### config.mk
export PLATFORM = sky130hd
export DESIGN_NAME = uart_rx
export DESIGN_NICKNAME = d
export VERILOG_FILES = /design/src/rtl/uart_rx.sv
export SDC_FILE = /design/constraint.sdc
export NUM_CORES = 1
export LEC_CHECK = 0
export ABC_CLOCK_PERIOD_IN_PS = 1700
export BUFFER_PORTS_ARGS = -buffer_cell sky130_fd_sc_hd__buf_2
export CAP_MARGIN = 20
export CORE_ASPECT_RATIO = 0.9
export CORE_UTILIZATION = 33
export DETAILED_ROUTE_END_ITERATION = 10
export GPL_ROUTABILITY_DRIVEN = 1
export MAX_ROUTING_LAYER = met4
export PLACE_DENSITY_LB_ADDON = 0.1
export RECOVER_POWER = 100
export SETUP_SLACK_MARGIN = 0.15
export SYNTH_ARGS = -nofsm -noshare
export SYNTH_HDL_FRONTEND = slang
export SYNTH_SLANG_ARGS = --single-unit
### constraint.sdc
create_clock -name clk -period 1.7 [get_ports clk]
set_input_delay 0.255 -clock clk [delete_from_list [all_inputs] [get_ports clk]]
set_output_delay 0.255 -clock clk [all_outputs]
set_load 0.03 [all_outputs]
### src/rtl/uart_rx.sv
// 8N1 UART receiver: 2-flop synchroniser, mid-bit sampling, stop-bit check.
// Good bytes get a 1-cycle rx_valid; a low stop bit gives frame_err and waits out a break.
module uart_rx #(
    parameter int CLK_FREQ  = 27000000,
    parameter int BAUD_RATE = 115200
) (
    input  logic       clk,
    input  logic       rst_n,
    input  logic       rx,
    output logic [7:0] rx_data,
    output logic       rx_valid,
    output logic       rx_busy,
    output logic       frame_err
);

    localparam int DIV_CNT  = CLK_FREQ / BAUD_RATE;
    localparam int HALF_CNT = DIV_CNT / 2;
    localparam logic [15:0] DIV_LAST  = 16'(DIV_CNT - 1);
    localparam logic [15:0] HALF_LAST = 16'(HALF_CNT - 1);

    typedef enum logic [2:0] {
        IDLE,
        START,
        DATA,
        STOP,
        BREAK
    } state_t;

    state_t      state_q, state_d;
    logic        rx_m_q, rx_s_q;
    logic [15:0] div_q, div_d;
    logic [2:0]  bit_q, bit_d;
    logic [7:0]  shift_q, shift_d;
    logic [7:0]  data_q, data_d;
    logic        valid_q, valid_d;
    logic        ferr_q, ferr_d;

    always_ff @(posedge clk or negedge rst_n) begin
        if (!rst_n) begin
            rx_m_q  <= 1'b1;
            rx_s_q  <= 1'b1;
            state_q <= IDLE;
            div_q   <= '0;
            bit_q   <= '0;
            shift_q <= '0;
            data_q  <= '0;
            valid_q <= 1'b0;
            ferr_q  <= 1'b0;
        end else begin
            rx_m_q  <= rx;
            rx_s_q  <= rx_m_q;
            state_q <= state_d;
            div_q   <= div_d;
            bit_q   <= bit_d;
            shift_q <= shift_d;
            data_q  <= data_d;
            valid_q <= valid_d;
            ferr_q  <= ferr_d;
        end
    end

    always_comb begin
        state_d = state_q;
        div_d   = div_q;
        bit_d   = bit_q;
        shift_d = shift_q;
        data_d  = data_q;
        valid_d = 1'b0;
        ferr_d  = 1'b0;
        unique case (state_q)
            IDLE: begin
                if (!rx_s_q) begin
                    state_d = START;
                    div_d   = '0;
                end
            end
            START: begin
                if (div_q == HALF_LAST) begin
                    div_d   = '0;
                    bit_d   = '0;
                    state_d = rx_s_q ? IDLE : DATA;
                end else begin
                    div_d = div_q + 16'd1;
                end
            end
            DATA: begin
                if (div_q == DIV_LAST) begin
                    div_d   = '0;
                    shift_d = {rx_s_q, shift_q[7:1]};
                    if (bit_q == 3'd7) state_d = STOP;
                    else               bit_d   = bit_q + 3'd1;
                end else begin
                    div_d = div_q + 16'd1;
                end
            end
            STOP: begin
                if (div_q == DIV_LAST) begin
                    div_d = '0;
                    if (rx_s_q) begin
                        data_d  = shift_q;
                        valid_d = 1'b1;
                        state_d = IDLE;
                    end else begin
                        ferr_d  = 1'b1;
                        state_d = BREAK;
                    end
                end else begin
                    div_d = div_q + 16'd1;
                end
            end
            BREAK: begin
                // Held-low line must return high before a new frame is armed
                if (rx_s_q) state_d = IDLE;
            end
            default: state_d = IDLE;
        endcase
    end

    assign rx_data   = data_q;
    assign rx_valid  = valid_q;
    assign frame_err = ferr_q;
    assign rx_busy   = (state_q != IDLE);

endmodule
Word level (Yosys, flattened, before mapping)
Index checks and enable logic that the tools add are counted.

Register bits: 42. Input port bits: 3.

Add/sub/neg operators: 2. Equality and inequality tests: 14. Muxes and demuxes: 23. Reductions and logical operators: 10.

Operators by type and width (number): $mux W16 (3); $pmux W16 S3 (1); $mux W3 (10); $add A16 B1 Y16 const B (1); $eq A16 B7 Y1 const B (1); $eq A16 B8 Y1 const B (1); $pmux W3 S5 (1); $ne A2 B2 Y1 const B (7); $eq A3 B2 Y1 const B (2); $eq A3 B3 Y1 const B (2); $mux W1 (6); $pmux W3 S2 (1); $reduce_and A6 Y1 (1); $reduce_bool A3 Y1 (2); $reduce_and A2 Y1 (2); $reduce_and A4 Y1 (1); $add A3 B1 Y3 const B (1); $eq A3 B1 Y1 const B (1); $logic_not A3 Y1 (1); $reduce_and A3 Y1 (1); $mux W2 (1); $reduce_bool A2 Y1 (1); $reduce_or A2 Y1 (1).

Logic depth before layout (Yosys ltp)
Depth after elaboration: 4. Gate-level depth with buffers: 8. Mapped depth without buffers: 7.

Worst setup path before layout
Ideal clock, no wire load.

Kind: reg2reg. Start: register div_q[1]. End: register shift_q[0]. Arrival time: 1.694 ns. Data required time: 1.575 ns. Setup slack: -0.119 ns. Stages on the path, launching flop included: 7. Path buffers: 0. Period minus slack after synthesis: 1.819 ns. Cells stage by stage: dfrtp_1 > inv_1 > ha_1 > and4bb_2 > nand4_4 > nor2_2 > mux2_2.

Word-level cells in the longest chain between the ends: 2.

RTL lines: start: declaration (line 31) `logic [15:0] div_q, div_d;`; start signal: assignment (line 53) `div_q <= div_d;`; $eq A16 B8 Y1 (line 87) `if (div_q == DIV_LAST) begin`; $reduce_and A2 Y1 (no line); end signal: assignment (line 55) `shift_q <= shift_d;`; end: declaration (line 33) `logic [7:0] shift_q, shift_d;`.

Every way passes these cells. A chain may end at the register's enable or synchronous reset.

Worst setup path in the final report
Start: register div_q[12]. End: register data_q[6] (netlist: rx_data[6]).

Word-level cells in the longest chain between the ends: 2.

RTL lines: $eq A16 B8 Y1 (line 97) `if (div_q == DIV_LAST) begin`; $reduce_and A3 Y1 (no line); end signal: assignment (line 56) `data_q <= data_d;`; end: declaration (line 34) `logic [7:0] data_q, data_d;`.

Every way passes these cells.

==> metrics.md <==
| Metric | Value |
|---|---|
| Number of antenna diodes | `0` |
| Worst hold slack | `56.39 ps` |
| DP Wirelength | `between 2000 and 3000 um` |
| Setup TNS | `-2834 ps` |
| CP cell instances | `nor4_4 -> buf_4 -> nand4_4 -> clkbuf_4 -> nor2_4 -> buf_12 -> mux2_4` |
| Die area | `approximately 6500 um2` |
| Final Setup Violations | `31` |
| CTS Sinks | `42` |
| Worst path slowest cell | `dfrtp_1` |
| NetSw | `0.3934 mW` |
| CTS Buffer Depth | `2` |
| Avg Vias per Cell | `5.119` |
| CTS Buf Count | `5` |
| Sw frac | `about a fifth` |
| Htree depth | `2` |
| Required time worst endpoint | `about 1900 ps` |
| CP Class | `reg -> reg` |
| RR Endpoint | `rx_data[6]` |
| GRT Residual Overflow | `0` |
| Nets | `239` |
| Leak | `1.270 nW` |
| Combinational Power Share | `under 10%` |
| Clock network fraction of design power | `44.0%` |
| Hold WC Path Type | `in -> reg` |
| Post-synth EDFFs | `0` |
| DRT iter0 DRCs | `107` |
| CTS root buffer | `clkbuf_8` |
| Pin count of the biggest net entering global routing | `43` |
| Final wirelength | `4258 um` |
| # Max-Cap Violations | `0` |
| Layout area overhead | `34.63%` |
| Ports | `14` |
| CP peak stage delay | `between 400 and 500 ps` |
| Max VDD drop | `0.0004479 V` |
| CTS tree | `done` |
| Final Power | `around 1.8 mW` |
| Final hold vios | `0` |
| Maximum clock rate | `539.2 MHz` |
| Reg2Reg Depth | `7` |
| Antenna viol nets, final | `0` |
| Ys Warns | `0` |
| Synth async-reset ratio | `100.0%` |
| Commonest non-fill, non-tap cell in the layout | `dfrtp_1` |
| Netlist cell types | `43` |
| Crit path to | `rx_data[6]` |
| Critical path buffers and inverters | `3` |
| Period utilization | `109.1%` |
| Chip height | `76.88 um` |
| CP startpoint kind | `flip-flop` |
| Crit Reg-Reg Startpoint | `div_q[12]` |
| Cell area after synthesis | `2056 um2` |
| Arrival @ worst endpoint | `2030 ps` |
| Worst skew pair latency | `290 ps` |
| Vias in the first global route | `1507` |
| CP endpoint kind | `flip-flop` |
| GRT Util Overall | `14.73%` |
| Initial Util | `35.11%` |
| Post-synthesis register bit count | `42` |
| Mapped Avg Cell Area | `11.55 um2` |
| Initial antenna violation count | `0` |
| Vias | `1546` |
| Sequential fraction of the synthesis area | `51.25%` |
| FF-to-FF setup slack | `-150 ps` |
| Slew margin rel. | `30.56%` |
| Main synth FF type | `dfrtp_1` |
| Reg power frac | `54.5%` |
| Critical path depth | `7` |
| Slew at the pin closest to its max-slew limit | `1042 ps` |
| RSZ-0062 raised after global routing | `yes` |
| Power Dens Cells | `between 600 and 700 nW/um2` |
| DRC viols | `0` |
| Gate Count Post-Synth | `178` |
| Syn_nets | `186` |
| Setup Skew | `8.253 ps` |
| Fin crit period | `1855 ps` |
| Final core utilization | `between 40% and 50%` |
| Port bufs | `13` |
| Crit path launch | `div_q[12]` |
| Int Power | `1.449 mW` |
| Wire per inst | `14.10 um` |
| Crit-path max FO | `9` |
| Gpl congestion | `0.8258` |
| Pins Over Slew Limit | `0` |
| Final Instance Area | `2768 um2` |
| Std cell rows | `26` |
| Failing checks | `setup timing` |
| First-pass GRT wire length | `about 7300 um` |
| Core area | `5856 um2` |
| Commonest non-fill, non-tap cells in the layout | `40 x dfrtp_1, 28 x buf_4, 17 x mux2_4, 13 x nand2_1, 10 x clkbuf_1` |
| Die width | `85.20 um` |
| CTS clk-pin slew, worst paths | `90 ps` |
| Post-DP Area | `2526 um2` |
| Layout cell share with drive strength beyond 1 | `between 40% and 50%` |
| Fin worst setup slack | `-154.6 ps` |
| Status | `finished, violations left` |
| Drt first pass iters | `4` |
| Delay-heaviest family, CP | `buffers and inverters` |
registers in the layout, indices dropped and copies added, names as in the netlist:
| signal | flops |
|---|---|
| bit_q | 3 |
| div_q | 16 |
| frame_err | 1 |
| rx_data | 8 |
| rx_m_q | 1 |
| rx_s_q | 1 |
| rx_valid | 1 |
| shift_q | 8 |
| state_q | 3 |
power groups by stage:
stage               registers, mW  clock network, mW  logic [mW]
floorplan                    1.02                  0     0.00292
global placement             1.02                  0      0.0320
detailed placement           1.02                  0      0.0331
CTS                          1.00              0.836      0.0356
global route                 1.00              0.888      0.0339
finish                       1.00              0.810      0.0285
timing repair:
item,in CTS,in global routing
setup endpoints to repair,38,40
gates resized for setup,15,17
pin swaps,12,4
endpoints found under the hold margin,40,0
setup buffers,3,3
hold buffers,1,0
gates cloned,0,0
per-stage QoR:
stage / worst slack, ps / std cells
finish: -154.6 / 302
global route: -240.4 / 302
CTS: -143.8 / 299
detailed placement: -195.9 / 287
global placement: -165.4 / 287
floorplan: -85.00 / 178
worst min-delay path by stage:
stage | start | endpoint | slack [ps] | cells after the start
floorplan | rst_n | bit_q[0] | -40 | 0
global placement | rst_n | div_q[11] | 240 | 2
detailed placement | rst_n | div_q[8] | 250 | 2
CTS | rx | rx_m_q | 50 | 1
global route | rx | rx_m_q | 40 | 1
finish | rx | rx_m_q | 60 | 1
synthesized netlist by cell type (2+ instances only):
master	number	share of area [%]
xnor2_1	6	2.6
nand3_1	6	1.5
nor3_1	6	1.5
xor2_1	2	0.85
dfstp_2	2	2.6
a21oi_1	4	0.97
o21ai_1	5	1.2
nand2_1	14	2.6
clkbuf_1	2	0.37
dfrtp_1	40	49
nor2b_1	3	0.91
a21o_1	6	2.2
inv_1	5	0.91
ha_1	5	3.0
nor3b_1	3	1.1
o21ai_0	8	1.9
a22o_1	2	0.85
nand2b_1	2	0.61
mux2_2	17	9.3
nor4_4	2	2.1
a211o_1	2	0.85
and3_1	5	1.5
nor2_1	6	1.1
nand4_1	4	1.2
o22ai_1	2	0.61
nor2_2	2	0.61
cell families (layout without fill, tap and decap cells):
group / Yosys count / in the layout / synth area share [%]
mux: 18 / 18 / 9.799
compound gates: 32 / 32 / 10.41
simple gates: 63 / 63 / 19.66
buf+inv: 10 / 64 / 2.435
xor+xnor: 8 / 8 / 3.409
flops: 42 / 42 / 51.25
fa+ha+maj: 5 / 5 / 3.043
routing by layer:
| layer | GRT usage (%) | vias to the layer above | part of all wire [%] |
|---|---|---|---|
| met4 | 3.559 | 0 | 0.80 |
| met2 | 21.21 | 16 | 46 |
| met5 | - | - | 0 |
| met1 | 21.05 | 779 | 51 |
| li1 | - | 746 | - |
| met3 | 3.229 | 5 | 2.5 |
area by class of cell:
class	instances	area [um2]
clock buffers	5	68.82
clock inverters	3	43.79
fillers	534	3088
inverters	5	21.27
multi-input cells	126	1092
flip-flops and latches	42	1054
well taps	70	87.58
repair buffers	51	400.4
Power figures use the tool's default switching activity.
